==> config.mk <==
export PLATFORM = sky130hd
export DESIGN_NAME = draw_cmdfetch_flat
export DESIGN_NICKNAME = d
export VERILOG_FILES = /design/src/rtl/draw_cmdfetch_if.sv /design/src/rtl/draw_cmdfetch.sv /design/src/flat_wrapper.sv
export SDC_FILE = /design/constraint.sdc
export NUM_CORES = 1
export LEC_CHECK = 0
export ABC_AREA = 1
export CORE_MARGIN = 2
export CORE_UTILIZATION = 50
export CTS_BUF_LIST = sky130_fd_sc_hd__clkbuf_8
export DETAILED_ROUTE_END_ITERATION = 6
export HOLD_SLACK_MARGIN = 0.12
export PLACE_DENSITY = 0.88
export SLEW_MARGIN = 20
export SYNTH_ARGS = -nofsm -noshare
export SYNTH_HDL_FRONTEND = slang
export SYNTH_SLANG_ARGS = --single-unit
==> constraint.sdc <==
create_clock -name CLK -period 2.8 [get_ports CLK]
set_clock_uncertainty 0.05 [all_clocks]
set_input_delay 0.56 -clock CLK [delete_from_list [all_inputs] [get_ports CLK]]
set_output_delay 0.56 -clock CLK [all_outputs]
set_load 0.05 [all_outputs]
==> src/rtl/draw_cmdfetch_if.sv <==
// Bus bundle between the drawing command FIFO, the command fetcher and the drawing engine.
// The master side is the fetcher: it pops the FIFO and offers descriptors.
interface draw_cmdfetch_if;
  logic        CMD_RD_EN;
  logic [31:0] CMD_RDATA;
  logic        CMD_EMPTY;
  logic        OUT_VALID;
  logic        OUT_READY;
  logic [7:0]  OUT_OPC;
  logic [23:0] OUT_HDR;
  logic [31:0] OUT_ARG0;
  logic [31:0] OUT_ARG1;

  modport master (
    output CMD_RD_EN,
    input  CMD_RDATA,
    input  CMD_EMPTY,
    output OUT_VALID,
    input  OUT_READY,
    output OUT_OPC,
    output OUT_HDR,
    output OUT_ARG0,
    output OUT_ARG1
  );

  modport slave (
    input  CMD_RD_EN,
    output CMD_RDATA,
    output CMD_EMPTY,
    input  OUT_VALID,
    output OUT_READY,
    input  OUT_OPC,
    input  OUT_HDR,
    input  OUT_ARG0,
    input  OUT_ARG1
  );
endinterface

==> src/rtl/draw_cmdfetch.sv <==
// Drawing command fetcher: pops FIFO words, assembles 1-3 word commands and
// hands complete descriptors to the drawing engine.
module draw_cmdfetch #(
  parameter int TMO_CYCLES = 1024
) (
  input  logic CLK,
  input  logic ARSTN,
  input  logic REG_EXE,
  input  logic REG_RST,
  draw_cmdfetch_if.master bus,
  output logic DRAW_BUSY,
  output logic EOD_PULSE,
  output logic CMD_ERR
);

  localparam int TW = $clog2(TMO_CYCLES);
  localparam logic [TW-1:0] TMO_LAST = TW'(TMO_CYCLES - 1);

  localparam logic [7:0] OPC_NOP      = 8'h00;
  localparam logic [7:0] OPC_SETFRAME = 8'h01;
  localparam logic [7:0] OPC_SETCOLOR = 8'h02;
  localparam logic [7:0] OPC_PATBLT   = 8'h03;
  localparam logic [7:0] OPC_EODL     = 8'h0F;

  typedef enum logic [2:0] {
    IDLE, HDR_RD, HDR_CAP, ARG_RD, ARG_CAP, ISSUE, NEXT
  } state_t;

  state_t          state_q, state_d;
  logic [31:0]     hdr_q, arg0_q, arg1_q;
  logic [1:0]      arg_cnt_q;
  logic [TW-1:0]   tmo_cnt_q;
  logic            err_q;

  logic [7:0]      rd_opc;
  logic            rd_unknown;
  logic [1:0]      need_args;
  logic            arg_last;
  logic            tmo_hit;

  assign rd_opc     = bus.CMD_RDATA[31:24];
  assign rd_unknown = !(rd_opc inside {OPC_NOP, OPC_SETFRAME, OPC_SETCOLOR, OPC_PATBLT, OPC_EODL});
  assign need_args  = (hdr_q[31:24] == OPC_PATBLT) ? 2'd2 : 2'd1;
  assign arg_last   = ((arg_cnt_q + 2'd1) == need_args);
  assign tmo_hit    = (tmo_cnt_q == TMO_LAST);

  always_ff @(posedge CLK or negedge ARSTN) begin
    if (!ARSTN)       state_q <= IDLE;
    else if (REG_RST) state_q <= IDLE;
    else              state_q <= state_d;
  end

  always_comb begin
    state_d = state_q;
    case (state_q)
      IDLE:    if (REG_EXE && !bus.CMD_EMPTY) state_d = HDR_RD;
      HDR_RD:  state_d = HDR_CAP;
      HDR_CAP: begin
        case (rd_opc)
          OPC_SETCOLOR:             state_d = ISSUE;
          OPC_SETFRAME, OPC_PATBLT: state_d = ARG_RD;
          OPC_EODL:                 state_d = IDLE;
          default:                  state_d = NEXT;
        endcase
      end
      ARG_RD: begin
        if (!bus.CMD_EMPTY) state_d = ARG_CAP;
        else if (tmo_hit)   state_d = IDLE;
      end
      ARG_CAP: state_d = arg_last ? ISSUE : ARG_RD;
      ISSUE:   if (bus.OUT_READY) state_d = NEXT;
      NEXT:    state_d = (REG_EXE && !bus.CMD_EMPTY) ? HDR_RD : IDLE;
      default: state_d = IDLE;
    endcase
  end

  // Reads and the end-of-list pulse are suppressed in a flush cycle so nothing leaks past REG_RST.
  always_comb begin
    bus.CMD_RD_EN = 1'b0;
    bus.OUT_VALID = 1'b0;
    EOD_PULSE     = 1'b0;
    DRAW_BUSY     = (state_q != IDLE);
    case (state_q)
      HDR_RD, ARG_RD: bus.CMD_RD_EN = !REG_RST && !bus.CMD_EMPTY;
      HDR_CAP:        EOD_PULSE     = !REG_RST && (rd_opc == OPC_EODL);
      ISSUE:          bus.OUT_VALID = 1'b1;
      default:        ;
    endcase
  end

  always_ff @(posedge CLK or negedge ARSTN) begin
    if (!ARSTN) begin
      hdr_q     <= '0;
      arg0_q    <= '0;
      arg1_q    <= '0;
      arg_cnt_q <= '0;
      tmo_cnt_q <= '0;
      err_q     <= 1'b0;
    end else if (REG_RST) begin
      hdr_q     <= '0;
      arg0_q    <= '0;
      arg1_q    <= '0;
      arg_cnt_q <= '0;
      tmo_cnt_q <= '0;
      err_q     <= 1'b0;
    end else begin
      case (state_q)
        HDR_CAP: begin
          hdr_q     <= bus.CMD_RDATA;
          arg0_q    <= '0;
          arg1_q    <= '0;
          arg_cnt_q <= '0;
          tmo_cnt_q <= '0;
          if (rd_unknown) err_q <= 1'b1;
        end
        ARG_RD: begin
          if (!bus.CMD_EMPTY) begin
            tmo_cnt_q <= '0;
          end else if (tmo_hit) begin
            tmo_cnt_q <= '0;
            err_q     <= 1'b1;
          end else begin
            tmo_cnt_q <= tmo_cnt_q + TW'(1);
          end
        end
        ARG_CAP: begin
          if (arg_cnt_q == 2'd0) arg0_q <= bus.CMD_RDATA;
          else                   arg1_q <= bus.CMD_RDATA;
          arg_cnt_q <= arg_cnt_q + 2'd1;
        end
        default: ;
      endcase
    end
  end

  assign bus.OUT_OPC  = hdr_q[31:24];
  assign bus.OUT_HDR  = hdr_q[23:0];
  assign bus.OUT_ARG0 = arg0_q;
  assign bus.OUT_ARG1 = arg1_q;
  assign CMD_ERR      = err_q;

endmodule

==> src/flat_wrapper.sv <==
// flat-port wrapper written by rule: the top's interface ports become plain ports
module draw_cmdfetch_flat 
#(
  parameter int TMO_CYCLES = 1024
)
  (CLK, ARSTN, REG_EXE, REG_RST, DRAW_BUSY, EOD_PULSE, CMD_ERR, bus_CMD_RD_EN, bus_CMD_RDATA, bus_CMD_EMPTY, bus_OUT_VALID, bus_OUT_READY, bus_OUT_OPC, bus_OUT_HDR, bus_OUT_ARG0, bus_OUT_ARG1);
  draw_cmdfetch_if bus_i ();
  input  logic CLK;
  input  logic ARSTN;
  input  logic REG_EXE;
  input  logic REG_RST;
  output logic DRAW_BUSY;
  output logic EOD_PULSE;
  output logic CMD_ERR;
  output wire logic [$bits(bus_i.CMD_RD_EN)-1:0] bus_CMD_RD_EN;
  input wire logic [$bits(bus_i.CMD_RDATA)-1:0] bus_CMD_RDATA;
  input wire logic [$bits(bus_i.CMD_EMPTY)-1:0] bus_CMD_EMPTY;
  output wire logic [$bits(bus_i.OUT_VALID)-1:0] bus_OUT_VALID;
  input wire logic [$bits(bus_i.OUT_READY)-1:0] bus_OUT_READY;
  output wire logic [$bits(bus_i.OUT_OPC)-1:0] bus_OUT_OPC;
  output wire logic [$bits(bus_i.OUT_HDR)-1:0] bus_OUT_HDR;
  output wire logic [$bits(bus_i.OUT_ARG0)-1:0] bus_OUT_ARG0;
  output wire logic [$bits(bus_i.OUT_ARG1)-1:0] bus_OUT_ARG1;
  assign bus_CMD_RD_EN = bus_i.CMD_RD_EN;
  assign bus_i.CMD_RDATA = bus_CMD_RDATA;
  assign bus_i.CMD_EMPTY = bus_CMD_EMPTY;
  assign bus_OUT_VALID = bus_i.OUT_VALID;
  assign bus_i.OUT_READY = bus_OUT_READY;
  assign bus_OUT_OPC = bus_i.OUT_OPC;
  assign bus_OUT_HDR = bus_i.OUT_HDR;
  assign bus_OUT_ARG0 = bus_i.OUT_ARG0;
  assign bus_OUT_ARG1 = bus_i.OUT_ARG1;
  draw_cmdfetch #(.TMO_CYCLES(TMO_CYCLES)) u_core (.CLK(CLK), .ARSTN(ARSTN), .REG_EXE(REG_EXE), .REG_RST(REG_RST), .bus(bus_i), .DRAW_BUSY(DRAW_BUSY), .EOD_PULSE(EOD_PULSE), .CMD_ERR(CMD_ERR));
endmodule
==> impl_metrics.py, run 1 <==
metrics = {
    "status": {
        "status": "completed",
    },
    "global_routing": {
        "grt_max_degree": 65,
        "antenna_found_initial": 0,
        "gr-total-overflow": 0,
        "grt_pass1_wl_um": 20040,
        "grt.total_usage": 0.2487,
        "grt_pass1_vias": 3998,
    },
    "yosys": {
        "synth.distinct_cells": 27,
        "yosys_warnings": 0,
        "ys_ff_latch": 112,
        "yosysSeqAreaShare": 0.6002,
        "synth_fp_nets": 548,
        "synth_cells": 508,
        "avgSynthCellArea_um2": 9.192,
        "syn_area_um2": 4669,
    },
    "floorplanning": {
        "fp.dieH_um": 100.6,
        "core.rowCount": 35,
        "die_w_um": 100.6,
        "start_util": 0.5102,
        "die-area_um2": 10130,
        "io_pins": 139,
        "core_area_um2": 9153,
    },
    "detailed_routing": {
        "viasPerCell": 5.438,
        "drtIter0Drc": 174,
        "dr.pass1.iters": 4,
        "drc": 0,
        "antenna_left": 0,
        "post_drt_wl_per_cell_um": 15.98,
        "num_vias": 4122,
        "routed_wl_um": 12110,
    },
    "power": {
        "pwr_density_cell_nw_per_um2": 772.5,
        "pwr-share-comb": 0.400,
        "leakage_nw": 2.911,
        "p_int_mw": 2.872,
        "ir_worst_vdd_uv": 616.5,
        "switching_power_mw": 2.064,
        "seq_power_share": 0.396,
        "finalPower_mw": 4.936,
        "swShare": 0.4182,
        "pwr-share-clk": 0.204,
    },
    "setup_path": {
        "critPathMaxFanout": 9,
        "critPathMaxStageDelay_ns": 0.80,
        "crit_chain": "nand3_1 > inv_1 > clkdlybuf4s50_1",
        "endpoint_kind": "output pin",
        "path_buf_inv": 2,
        "crit_family": "buffers and inverters",
        "critPathRequiredTime_ns": 2.19,
        "cp.arrival_ns": 1.97,
        "critical_path.startpoint": "u_core.state_q[0]",
        "critPathLaunchType": "flop",
        "cpMaxStageDelayCell": "clkdlybuf4s50_1",
        "worstSetupPathType": "reg -> out",
        "r2r_start": "u_core.state_q[0]",
    },
    "cells_and_area": {
        "drive_gt1_frac": 0.06028,
        "mostFrequentLayoutCell": "nand2_1",
        "area_growth_pct": 36.84,
        "seq_area_um2": 2803,
        "final_cell_mix": "nand2_1, clkdlybuf4s50_1, dfrtp_1",
        "nets": 682,
        "multiInputGateArea_um2": 1589,
        "fillers": 682,
        "num_antenna_cells": 0,
    },
    "clock_tree": {
        "cts_sinks": 112,
        "cts_buffers": 9,
        "worst_setup_hold_path_clk_slew_ns": 0.11,
        "cts-hold-fix-buffers": 0,
        "cts_tree": "yes",
        "clk_path_buf_depth": 2,
        "postCtsSetupBuffers": 0,
        "cts_root_buf": "clkbuf_8",
        "clk_latency_ns": 0.36,
        "ctsResizeCount": 0,
        "h-tree-depth": 3,
    },
    "sta": {
        "setup-violations-final": 0,
        "relSlewSlack": 0.5970,
        "finalCritPeriodShare": 0.9227,
        "drv_slew": 0,
        "worst-slew-pin-transition_ns": 0.6044,
        "final-hold-violation-count": 0,
        "layout_min_cycle_time_ns": 2.583,
        "finalSetupTns_ns": 0,
        "rsz0062_at_grt": "no",
        "fmaxAchievable_mhz": 387.1,
    },
    "placement": {
        "gp_congestion": 0.8987,
        "dpl.hpwl_um": 8642,
        "port_buffers": 138,
    },
    "hold_path": {
        "hp-class": "in -> async",
    },
    "job": {
        "cap_violations": 0,
    },
}
==> synthesized netlist by cell type <==
library cell	n	area share
inv_1	37	0.030
ha_1	2	0.0054
o211ai_1	1	0.0016
xor2_1	1	0.0019
clkbuf_2	1	0.0011
nor3_1	4	0.0043
a31o_2	1	0.0019
o21ai_1	33	0.035
o21ai_0	45	0.048
clkbuf_1	1	0.00080
inv_2	3	0.0024
nand2_1	163	0.13
o21bai_1	1	0.0016
nor2_1	22	0.018
buf_4	7	0.011
dfrtp_1	112	0.60
o21ai_4	1	0.0035
nor2_2	3	0.0040
nand3b_1	1	0.0016
a21oi_1	1	0.0011
buf_1	1	0.00080
nand2_2	3	0.0040
nand4_1	2	0.0027
buf_2	13	0.014
nand3_1	19	0.020
a22o_1	25	0.047
o22ai_1	5	0.0067
==> routing by layer <==
| metal | GRT usage | wire length (µm) |
|---|---|---|
| met1 | 0.3462 | 5178 |
| met2 | 0.4051 | 5951 |
| met3 | 0.03537 | 751 |
| met4 | 0.08114 | 229 |
| met5 | 0 | 0 |
==> layout make-up <==
type,count,share of cell area
Sequential cell,112,0.4386
Multi-Input combinational cell,333,0.2487
Inverter,40,0.02350
Clock inverter,6,0.01175
Timing Repair Buffer,146,0.2342
Tap cell,111,0.02173
Clock buffer,10,0.02154
==> sequential cells by signal, indices dropped and copies added, names as in the netlist <==
signal and flops:
u_core.CMD_ERR 1, u_core.arg_cnt_q 2, u_core.bus.OUT_ARG0 32, u_core.bus.OUT_ARG1 32, u_core.hdr_q 32, u_core.state_q 3
u_core.tmo_cnt_q 10
==> power by group through the flow <==
stage | registers [mW] | clock network, mW | logic (mW)
2_1_floorplan | 2.55 | 0 | 0.732
3_3_place_gp | 1.97 | 0 | 1.95
3_5_place_dp | 1.98 | 0 | 1.97
4_1_cts | 1.95 | 1.02 | 1.98
5_1_grt | 1.98 | 1.09 | 2.10
6_report | 1.95 | 1.01 | 1.98
==> stage by stage <==
stage | area (µm²) | setup slack (ns) | util | hold slack (ns) | cells
2_1_floorplan | 4669 | 0.3882 | - | 0.2144 | 508
3_3_place_gp | 6177 | 0.3233 | 0.6749 | 0.4151 | 742
3_5_place_dp | 6177 | 0.3050 | 0.6749 | 0.4225 | 742
4_1_cts | 6390 | 0.2113 | 0.6982 | 0.1490 | 758
5_1_grt | 6390 | 0.1538 | 0.6982 | 0.1796 | 758
6_report | 6390 | 0.2165 | 0.6982 | 0.1365 | 758
==> path summary, 6_finish.rpt <==
path,end,slack (ns),cells after the start
min in group CLK,u_core.bus.OUT_ARG1[18],0.44,2
max in group asynchronous,u_core.hdr_q[19],1.87,2
hold / removal,u_core.bus.OUT_ARG0[7],0.14,1
setup reg to reg,u_core.bus.OUT_ARG1[7],0.88,10
setup / recovery,bus_OUT_VALID,0.22,3
hold reg to reg,u_core.bus.OUT_ARG1[18],0.44,2
==> cells by family (layout without fill, tap and decap cells) <==
kind of cell / after synthesis / after routing / synth area share
flops: 112 / 112 / 0.6002
xor+xnor: 1 / 1 / 0.001876
fa+ha+maj: 2 / 2 / 0.005358
buf+inv: 63 / 202 / 0.06002
simple gates: 217 / 217 / 0.1857
compound gates: 113 / 113 / 0.1468
No activity file was read; power rests on OpenSTA's default activity.
==> inputs of run 2 (changes only) <==
CORE_ASPECT_RATIO = 1.5   (was unset)
SETUP_SLACK_MARGIN = 0.05   (was unset)
==> run 2 against run 1 <==
Combinational power barely moved. Critical path depth rose by 4. Register-to-register slack worse by 0.04 ns. Sequential share of layout area increased by 0.42 points. Wire length shrank 0.70%. Final area is 0.96% lower. Final cell count decreased by 0.13%. Via count decreased by 1.3%. Non-clock buffer count down 1.
==> impl_metrics.py, run 2 (synthesis gave the netlist of run 1 again) <==
metrics = {
    "clock_tree": {
        "cts_sinks": 112,
        "cts_buffers": 9,
        "clk_latency_ns": 0.36,
        "cts-hold-fix-buffers": 0,
        "worst_setup_hold_path_clk_slew_ns": 0.10,
        "clk_path_buf_depth": 2,
        "ctsResizeCount": 0,
        "postCtsSetupBuffers": 0,
        "cts_tree": "yes",
        "cts_root_buf": "clkbuf_8",
        "h-tree-depth": 3,
    },
    "detailed_routing": {
        "post_drt_wl_per_cell_um": 15.89,
        "dr.pass1.iters": 4,
        "num_vias": 4068,
        "drtIter0Drc": 285,
        "viasPerCell": 5.374,
        "routed_wl_um": 12030,
        "antenna_left": 0,
        "drc": 0,
    },
    "global_routing": {
        "antenna_found_initial": 0,
        "grt_pass1_wl_um": 19730,
        "grt_pass1_vias": 4076,
        "top_usage_layer": "met2",
        "use_met2": 0.4219,
        "use_met1": 0.2995,
        "grt_max_degree": 113,
        "grt.total_usage": 0.2414,
        "gr-total-overflow": 0,
        "grt_use_met3": 0.03564,
    },
    "sta": {
        "worst-slew-pin-transition_ns": 0.5917,
        "relSlewSlack": 0.6055,
        "rsz0062_at_grt": "no",
        "fmaxAchievable_mhz": 387.6,
        "setup-violations-final": 0,
        "fin_ws_ns": 0.2203,
        "layout_min_cycle_time_ns": 2.580,
        "drv_slew": 0,
        "whs_ns": 0.1803,
        "finalSetupTns_ns": 0,
        "final-hold-violation-count": 0,
        "finalCritPeriodShare": 0.9213,
    },
    "setup_path": {
        "endpoint_kind": "output pin",
        "r2r_start": "u_core.state_q[0]",
        "endpoint": "EOD_PULSE",
        "critPathMaxFanout": 4,
        "r2r-end": "u_core.bus.OUT_ARG1[31]",
        "critPathLaunchType": "primary input",
        "reg2regPathDepth": 9,
        "reg2reg_setup_slack_ns": 0.84,
        "cp.arrival_ns": 1.97,
        "critPathRequiredTime_ns": 2.19,
        "worstSetupPathType": "in -> out",
        "critical_path.startpoint": "bus_CMD_RDATA[29]",
    },
    "cells_and_area": {
        "area_growth_pct": 35.53,
        "final_cells": 757,
        "nets": 681,
        "final_design_area_no_fill_um2": 6329,
        "num_antenna_cells": 0,
        "final_core_util": 0.6919,
        "mostFrequentLayoutCell": "nand2_1",
        "drive_gt1_frac": 0.05736,
        "final_cell_mix": "nand2_1, clkdlybuf4s50_1, dfrtp_1",
    },
    "power": {
        "finalPower_mw": 4.776,
        "ir_worst_vdd_uv": 504.1,
        "leakage_nw": 2.884,
        "pwr_density_cell_nw_per_um2": 754.7,
    },
    "floorplanning": {
        "core_area_um2": 9146,
        "core.rowCount": 43,
        "fp.dieH_um": 122.4,
        "die-area_um2": 10140,
        "io_pins": 139,
        "start_util": 0.5105,
        "die_w_um": 82.91,
    },
    "placement": {
        "dpl.hpwl_um": 8662,
        "numPlacedInstances": 742,
        "place_area_um2": 6158,
        "gp_congestion": 0.9340,
        "port_buffers": 138,
        "pre_cts_ws_ns": 0.2395,
    },
    "job": {
        "cap_violations": 0,
    },
    "hold_path": {
        "hp-class": "in -> async",
    },
    "status": {
        "status": "completed",
    },
}
==> run 2: layout make-up <==
type / instances / area [µm²]
Sequential cell: 112 / 2803
Fill cell: 698 / 2818
Multi-Input combinational cell: 333 / 1589
Clock buffer: 9 / 123.9
Timing Repair Buffer: 145 / 1476
Tap cell: 112 / 140.1
Clock inverter: 6 / 46.29
Inverter: 40 / 150.1
==> run 2: power breakdown <==
part,leakage [nW],internal [mW],switching (mW)
sequential,1.55,1.81,0.141
combinational,1.24,0.601,1.36
clock,0.0870,0.326,0.538
total,2.88,2.73,2.04
==> run 2: how the worst min path moves through the flow <==
stage,end,slack (ns)
detailed placement,u_core.CMD_ERR,0.42
CTS,u_core.hdr_q[23],0.24
floorplan,u_core.CMD_ERR,0.21
global route,u_core.hdr_q[23],0.22
global placement,u_core.CMD_ERR,0.41
finish,u_core.hdr_q[23],0.18
==> run 2: layer usage <==
| metal | routed length (µm) | vias to the layer above |
|---|---|---|
| met5 | 0 | - |
| met4 | 325 | 0 |
| met3 | 544 | 25 |
| met2 | 6385 | 137 |
| met1 | 4771 | 1975 |
| li1 | - | 1931 |
==> run 2: critical path, stage by stage <==
cell             delay [ns]
clkdlybuf4s50_1        0.45
inv_1                  0.09
nand2_1                0.07
nor2_1                 0.26
nand2_1                0.15
nor2_1                 0.22
buf_12                 0.17
